<file path="config.mk">
export PLATFORM = sky130hd
export DESIGN_NAME = sprite_image_loader
export DESIGN_NICKNAME = d
export VERILOG_FILES = /design/src/rtl/sprite_image_loader.sv
export SDC_FILE = /design/constraint.sdc
export NUM_CORES = 1
export LEC_CHECK = 0
export BUFFER_PORTS_ARGS = -buffer_cell sky130_fd_sc_hd__buf_4
export CORE_MARGIN = 1.5
export CORE_UTILIZATION = 55
export CTS_BUF_LIST = sky130_fd_sc_hd__clkbuf_8
export CTS_CLUSTER_SIZE = 24
export DETAILED_ROUTE_END_ITERATION = 10
export PLACE_DENSITY = 0.87
export SYNTH_ARGS = -nofsm -noshare
export SYNTH_HDL_FRONTEND = slang
export SYNTH_SLANG_ARGS = --single-unit
</file>
<file path="constraint.sdc">
create_clock -name pixel_clk_in -period 2.2 [get_ports pixel_clk_in]
set_clock_uncertainty 0.05 [all_clocks]
set_input_delay 0.22 -clock pixel_clk_in [delete_from_list [all_inputs] [get_ports pixel_clk_in]]
set_output_delay 0.22 -clock pixel_clk_in [all_outputs]
set_load 0.005 [all_outputs]
</file>
<file path="src/rtl/sprite_image_loader.sv">
// Sprite image loader: accepts a valid/ready stream of palette indices and writes
// WIDTH*HEIGHT entries into a sprite image RAM in raster order, flagging illegal indices.
module sprite_image_loader #(
    parameter int WIDTH         = 100,
    parameter int HEIGHT        = 100,
    parameter int PALETTE_DEPTH = 100,
    parameter int ADDR_W        = $clog2(WIDTH*HEIGHT)
) (
    input  logic              pixel_clk_in,
    input  logic              rst_n_in,
    input  logic              start_in,
    input  logic              abort_in,
    input  logic [7:0]        data_in,
    input  logic              data_valid_in,
    output logic              data_ready_out,
    output logic              wr_en_out,
    output logic [ADDR_W-1:0] wr_addr_out,
    output logic [7:0]        wr_data_out,
    output logic              busy_out,
    output logic              done_out,
    output logic              bad_index_out
);

    localparam int                PIXELS    = WIDTH * HEIGHT;
    localparam logic [ADDR_W-1:0] LAST_ADDR = ADDR_W'(PIXELS - 1);
    // Palette limit widened to 9 bits so a depth of 256 or more accepts every byte.
    localparam logic [8:0]        PAL_LIMIT = (PALETTE_DEPTH > 255) ? 9'd256 : 9'(PALETTE_DEPTH);

    typedef enum logic [1:0] {
        ST_IDLE = 2'd0,
        ST_LOAD = 2'd1,
        ST_DONE = 2'd2
    } state_t;

    state_t            r_state;
    state_t            w_state_next;
    logic [ADDR_W-1:0] r_count;
    logic              r_wr_en;
    logic [ADDR_W-1:0] r_wr_addr;
    logic [7:0]        r_wr_data;
    logic              r_done;
    logic              r_bad;

    logic              w_ready;
    logic              w_accept;
    logic              w_clear;
    logic              w_legal;
    logic              w_last;

    assign w_legal = ({1'b0, data_in} < PAL_LIMIT);
    assign w_last  = (r_count == LAST_ADDR);

    always_ff @(posedge pixel_clk_in or negedge rst_n_in) begin
        if (!rst_n_in) begin
            r_state <= ST_IDLE;
        end else begin
            r_state <= w_state_next;
        end
    end

    always_comb begin
        w_state_next = r_state;
        w_ready      = 1'b0;
        w_accept     = 1'b0;
        w_clear      = 1'b0;
        case (r_state)
            ST_IDLE: begin
                // Abort takes priority over a simultaneous start.
                if (start_in && !abort_in) begin
                    w_state_next = ST_LOAD;
                    w_clear      = 1'b1;
                end
            end
            ST_LOAD: begin
                w_ready  = !abort_in;
                w_accept = data_valid_in && !abort_in;
                if (abort_in) begin
                    w_state_next = ST_IDLE;
                end else if (w_accept && w_last) begin
                    w_state_next = ST_DONE;
                end
            end
            ST_DONE: begin
                w_state_next = ST_IDLE;
            end
            default: begin
                w_state_next = ST_IDLE;
            end
        endcase
    end

    always_ff @(posedge pixel_clk_in or negedge rst_n_in) begin
        if (!rst_n_in) begin
            r_count   <= '0;
            r_wr_en   <= 1'b0;
            r_wr_addr <= '0;
            r_wr_data <= '0;
            r_done    <= 1'b0;
            r_bad     <= 1'b0;
        end else begin
            r_wr_en <= w_accept;
            r_done  <= (r_state == ST_DONE) && !abort_in;
            if (w_accept) begin
                r_wr_addr <= r_count;
                r_wr_data <= w_legal ? data_in : 8'd0;
                if (!w_legal) begin
                    r_bad <= 1'b1;
                end
                // Counter saturates on the final pixel so a load never wraps to address 0.
                if (!w_last) begin
                    r_count <= r_count + 1'b1;
                end
            end
            if (w_clear) begin
                r_count <= '0;
                r_bad   <= 1'b0;
            end
        end
    end

    assign data_ready_out = w_ready;
    assign wr_en_out      = r_wr_en;
    assign wr_addr_out    = r_wr_addr;
    assign wr_data_out    = r_wr_data;
    assign busy_out       = (r_state != ST_IDLE);
    assign done_out       = r_done;
    assign bad_index_out  = r_bad;

endmodule

</file>
==> impl_metrics.toml, run 1 <==
[global_routing]
grt_max_degree = 42
grt_pass1_wl_um = 6437
grt_usage = 0.2415
antenna_found_initial = 0
grt_overflow_total = 0
grt_pass1_vias = 1461

[clocking]
clk_pin_slew_ps = 70
holdBufCountCts = 1
cts_setup_buffers = 0
cts_tree = "yes"
h-tree-depth = 2
numCtsBuffers = 5
post_cts_resized = 0
cts_sinks = 41
clk_path_buf_depth = 2
cts_root_buf = "clkbuf_8"
clkLatencyLatePin_ps = 290

[placement]
dp_hpwl_um = 2527
routabilityCongestion = 0.8826
preCtsSetupSlack_ps = 235.4
io_buffers = 39
dpl_cell_area_um2 = 2177

[run_status]
outcome = "finished, final reports clean"

[synth]
synth_area_um2 = 1828
async_reset_ff_frac = 1.000
synth.distinct_cells = 38
syn_inst = 196
yosys_warnings = 0
yosys_register_bits = 41
syn_avg_cell_area_um2 = 9.327
synthFlopType = "dfrtp_1"
synth_edf_count = 0
synth_nets = 210
ys_seq_area_frac = 0.5613

[worst_setup_path]
timing_worst_setup_path_type = "reg2reg"
crit_family = "simple AND/OR/NAND/NOR gates"
max_stage_delay_ps = 530
worstReg2RegStart = "r_state[1]$_DFFE_PN0P_"
cp-end-kind = "flop"
crit_chain = "nand4bb_1 > buf_4 > nor4_2 > a31oi_1 > a41o_1"
critPathLaunch = "r_state[1]$_DFFE_PN0P_"
cp_max_fo = 18
worstSetupPathDepth = 5
crit_slowest_cell = "nor4_2"
critPathLaunchType = "flop"
worstPathArrival_ps = 2140
worst-path-buf-inv = 1
reg2reg_depth = 5
worstPathRequired_ps = 2330

[die]
start_util = 0.5891
die_h_um = 60.65
die_area_um2 = 3678
ios = 40
core_area_um2 = 3103
die_w_um = 60.65
num_rows = 20

[timing]
finalHoldViolCount = 0
fmax_mhz = 499.5
period_share = 0.9100
fin_ws_ps = 197.9
relSlewSlack = 0.6499
rsz0062_at_grt = "false"
drv_slew = 0
min_period_ps = 2002
setup_tns_ps = 0
setup_viol = 0
worstMarginPinSlew_ps = 520.8

[final_layout]
stdcell_area_um2 = 2291
antenna_cells = 0
nets = 253
final_common_cell = "nand2_1"
drive_gt1_frac = 0.2301
layout_common_cells = "nand2_1 (66), buf_4 (44), dfrtp_1 (41), nor2_1 (10), o21ai_0 (10)"
syn_to_final_growth_pct = 25.33

[min_path]
hold_depth = 2
min_path_type = "in2reg"
holdCritStartpoint = "abort_in"

[pwr]
power.leakage_nw = 1.162
p_per_area_nw_per_um2 = 687.9
peakVddDrop_mv = 0.5923

[route]
drt_wl_total_um = 3571
vias = 1503
wl_per_cell_um = 12.62
drt_iter0_markers = 113
ant_nets = 0
via_per_inst = 5.311
drc = 0
detail_route.first_pass.iterations = 4

[run]
max-cap-violations = 0
-- final timing paths --
kind / endpoint / slack, ps
worst max-delay path: r_count[11]$_DFFE_PN0P_ / 200
worst min-delay path: done_out$_DFF_PN0_ / 60
worst min register to register: wr_data_out[3]$_DFFE_PN0P_ / 430
worst max register to register: r_count[11]$_DFFE_PN0P_ / 200
min in group asynchronous: r_state[0]$_DFFE_PN0P_ / 380
max in group asynchronous: wr_addr_out[2]$_DFFE_PN0P_ / 1370
-- cell type report --
cell class	count	area, µm²
sequential	41	1026
fill	245	812.0
multi-input combinational	143	754.5
timing repair buffer	45	340.3
clock buffer	5	68.82
tap	44	55.05
clock inverter	2	35.03
inverter	3	11.26
-- cells in the mapped netlist, types with 2 or more instances --
cell type  instances  area (µm²)
xnor2_1            2       17.52
buf_2              2       10.01
nor3_1             4       20.02
or3_1              2       12.51
nor4bb_1           2       20.02
and2_1             3       18.77
nand4_1            4       25.02
inv_1              3       11.26
mux2i_1            4       40.04
or4_1              2       15.01
a21oi_1            6       30.03
clkbuf_1           5       18.77
and3_1             2       12.51
dfrtp_1           41        1026
buf_1              2       7.510
nor3b_1            2       15.01
nand2b_1           2       12.51
o21ai_0           10       50.05
nor2_1            10       37.54
nand2_1           66       247.7
nand3_1            5       25.02
-- registers in the layout, summed over array words and instances, names as in the netlist --
| signal | cells |
|---|---|
| wr_addr_out | 14 |
| r_state | 2 |
| bad_index_out | 1 |
| wr_data_out | 8 |
| wr_en_out | 1 |
| r_count | 14 |
| done_out | 1 |
-- stage by stage --
| step | power [mW] | utilization | cells | hold slack (ps) |
|---|---|---|---|---|
| finish | 1.576 | 0.7383 | 283 | 63.47 |
| global route | 1.652 | 0.7383 | 283 | 68.47 |
| CTS | 1.598 | 0.7383 | 283 | 49.58 |
| detailed placement | 1.017 | 0.7016 | 275 | 174.3 |
| global placement | 1.012 | 0.7016 | 275 | 170.7 |
| floorplan | 0.9039 | - | 196 | -125.6 |
-- where the power goes --
part,total (mW),internal [mW],switching (mW)
clock,0.576,0.330,0.247
sequential,0.825,0.796,0.0287
combinational,0.174,0.0908,0.0836
total,1.58,1.22,0.359
-- per-layer routing --
layer | GRT usage | up-vias | share of wire
met5 | 0 | - | 0
met4 | 0.1149 | 0 | 0.017
met3 | 0.06610 | 5 | 0.043
met1 | 0.3118 | 709 | 0.47
met2 | 0.3794 | 35 | 0.47
li1 | - | 754 | -
-- logic make-up (layout without fill, tap and decap cells) --
kind of cell	count (synthesis)	after routing	synth area share
buffers and inverters	12	55	0.02601
adders and majority gates	1	1	0.006844
DFF	41	41	0.5613
xor gates and xnor gates	3	3	0.01438
AOI/OAI and AO/OA	25	25	0.08214
muxes	4	4	0.02190
and+or+nand+nor	110	110	0.2875
-- worst reg2reg max path: stages (launching register included) --
cell       delay [ps]
dfrtp_1           420
nand4bb_1         260
buf_4             260
nor4_2            540
a31oi_1           150
a41o_1            210
No activity file was read; power rests on OpenSTA's default activity.
==> inputs of run 2 (changes only) <==
Settings changed: PLACE_DENSITY 0.87 to 0.86.
==> run 2 against run 1 <==
- die area unchanged
- first-iteration DRC count decreased by 53%
- hold slack improved by 4.3 ps
- design area increased by 1.1%
- wire length increased by 10%
- critical endpoint is now r_count[13]$_DFFE_PN0P_
==> impl_metrics.toml, run 2 (synthesized netlist as in run 1, its figures left out) <==
[die]
num_rows = 20
die_area_um2 = 3678
core_area_um2 = 3103
die_h_um = 60.65
start_util = 0.5891
die_w_um = 60.65
ios = 40

[global_routing]
grt_usage = 0.2559
grt_pass1_wl_um = 6886
grt_overflow_total = 0
antenna_found_initial = 0
grt_pass1_vias = 1546
grt_max_degree = 42

[pwr]
p_per_area_nw_per_um2 = 701.2
peakVddDrop_mv = 0.4471
total_power_mw = 1.624
power.leakage_nw = 1.173

[timing]
rsz0062_at_grt = "false"
period_share = 0.9000
finalHoldViolCount = 0
setup_tns_ps = 0
worstMarginPinSlew_ps = 563.2
fmax_mhz = 505.1
min_period_ps = 1980
setup_viol = 0
relSlewSlack = 0.6214
drv_slew = 0

[worst_setup_path]
max_stage_delay_ps = 630
crit_family = "simple AND/OR/NAND/NOR gates"
worstReg2RegStart = "r_state[1]$_DFFE_PN0P_"
cp-end-kind = "flop"
crit_slowest_cell = "nor4_2"
cp_max_fo = 6
worst-path-buf-inv = 0
worstPathRequired_ps = 2330
reg2reg_depth = 4
critPathLaunchType = "flop"
crit_chain = "nand4bb_1 > nor4_2 > a21oi_1 > a31o_2"
worstSetupPathDepth = 4
critPathLaunch = "r_state[1]$_DFFE_PN0P_"
timing_worst_setup_path_type = "reg2reg"
worstPathArrival_ps = 2110

[placement]
io_buffers = 39
placedCellCount = 275
dp_hpwl_um = 2731
routabilityCongestion = 0.8274

[route]
drt_iter0_markers = 53
drc = 0
ant_nets = 0
drt_wl_total_um = 3933
via_per_inst = 5.461
vias = 1551
detail_route.first_pass.iterations = 4
wl_per_cell_um = 13.85

[clocking]
h-tree-depth = 2
clk_path_buf_depth = 2
post_cts_resized = 0
cts_setup_buffers = 0
cts_tree = "yes"
cts_root_buf = "clkbuf_8"
clk_pin_slew_ps = 80
clkLatencyLatePin_ps = 290
cts_sinks = 41
numCtsBuffers = 5

[min_path]
holdCritStartpoint = "abort_in"
hold_depth = 2
min_path_type = "in2reg"

[final_layout]
fin_cells = 284
antenna_cells = 0
nets = 253
fillers = 246
final_common_cell = "nand2_1"
drive_gt1_frac = 0.2292
layout_common_cells = "nand2_1 (66), buf_4 (43), dfrtp_1 (41), nor2_1 (10), o21ai_0 (10)"
syn_to_final_growth_pct = 26.69

[run]
max-cap-violations = 0

[run_status]
outcome = "finished, final reports clean"
-- run 2: cell types whose count changed in the layout (fill, tap and decap cells not counted) --
cell,previous run,this run
buf_4,44,43
inv_1,3,4
clkinv_2,1,0
buf_12,0,1
clkbuf_8,5,6
-- run 2: per-stage QoR --
| stage | util | cell area (µm²) | hold slack (ps) | worst slack [ps] |
|---|---|---|---|---|
| after floorplan | - | 1828 | -125.6 | 407.7 |
| after global placement | 0.7056 | 2190 | 172.8 | 338.0 |
| after detailed placement | 0.7056 | 2190 | 175.5 | 261.3 |
| after CTS | 0.7464 | 2316 | 60.97 | 229.5 |
| after global routing | 0.7464 | 2316 | 70.04 | 69.99 |
| final | 0.7464 | 2316 | 67.81 | 220.0 |
-- run 2: path summary, 6_finish.rpt --
path	to	slack (ps)
hold reg to reg	wr_addr_out[6]$_DFFE_PN0P_	430
setup / recovery	r_count[13]$_DFFE_PN0P_	220
max in group asynchronous	wr_addr_out[7]$_DFFE_PN0P_	1390
setup reg to reg	r_count[13]$_DFFE_PN0P_	220
hold / removal	done_out$_DFF_PN0_	70
min in group asynchronous	done_out$_DFF_PN0_	370
-- run 2: layout make-up --
| cell class | count | area, µm² | area share |
|---|---|---|---|
| Tap cell | 44 | 55.05 | 0.02377 |
| Sequential cell | 41 | 1026 | 0.4430 |
| Inverter | 3 | 11.26 | 0.004862 |
| Clock buffer | 6 | 82.58 | 0.03566 |
| Multi-Input combinational cell | 143 | 754.5 | 0.3258 |
| Timing Repair Buffer | 45 | 352.8 | 0.1523 |
| Clock inverter | 2 | 33.78 | 0.01459 |
-- run 2: what timing repair did --
action                     4_1_cts  5_1_grt
hold buffers                     1        0
hold endpoints to repair        41        0
setup endpoints to repair        0        0
-- run 2: metal layers --
layer	global-route usage	routed length [µm]	up-vias
met5	0	0	-
met2	0.4578	2027	50
met1	0.2965	1631	741
li1	-	-	753
met4	0.08696	59	0
met3	0.06823	215	7
-- run 2: worst register-to-register path, stage by stage (launching register included) --
cell	delay, ps
dfrtp_1	430
nand4bb_1	360
nor4_2	630
a21oi_1	160
a31o_2	240
-- run 2: report_power, final --
part           total (mW)  switching (mW)  internal [mW]
Sequential          0.826          0.0297          0.796
Combinational       0.181          0.0881         0.0930
Clock               0.617           0.252          0.365
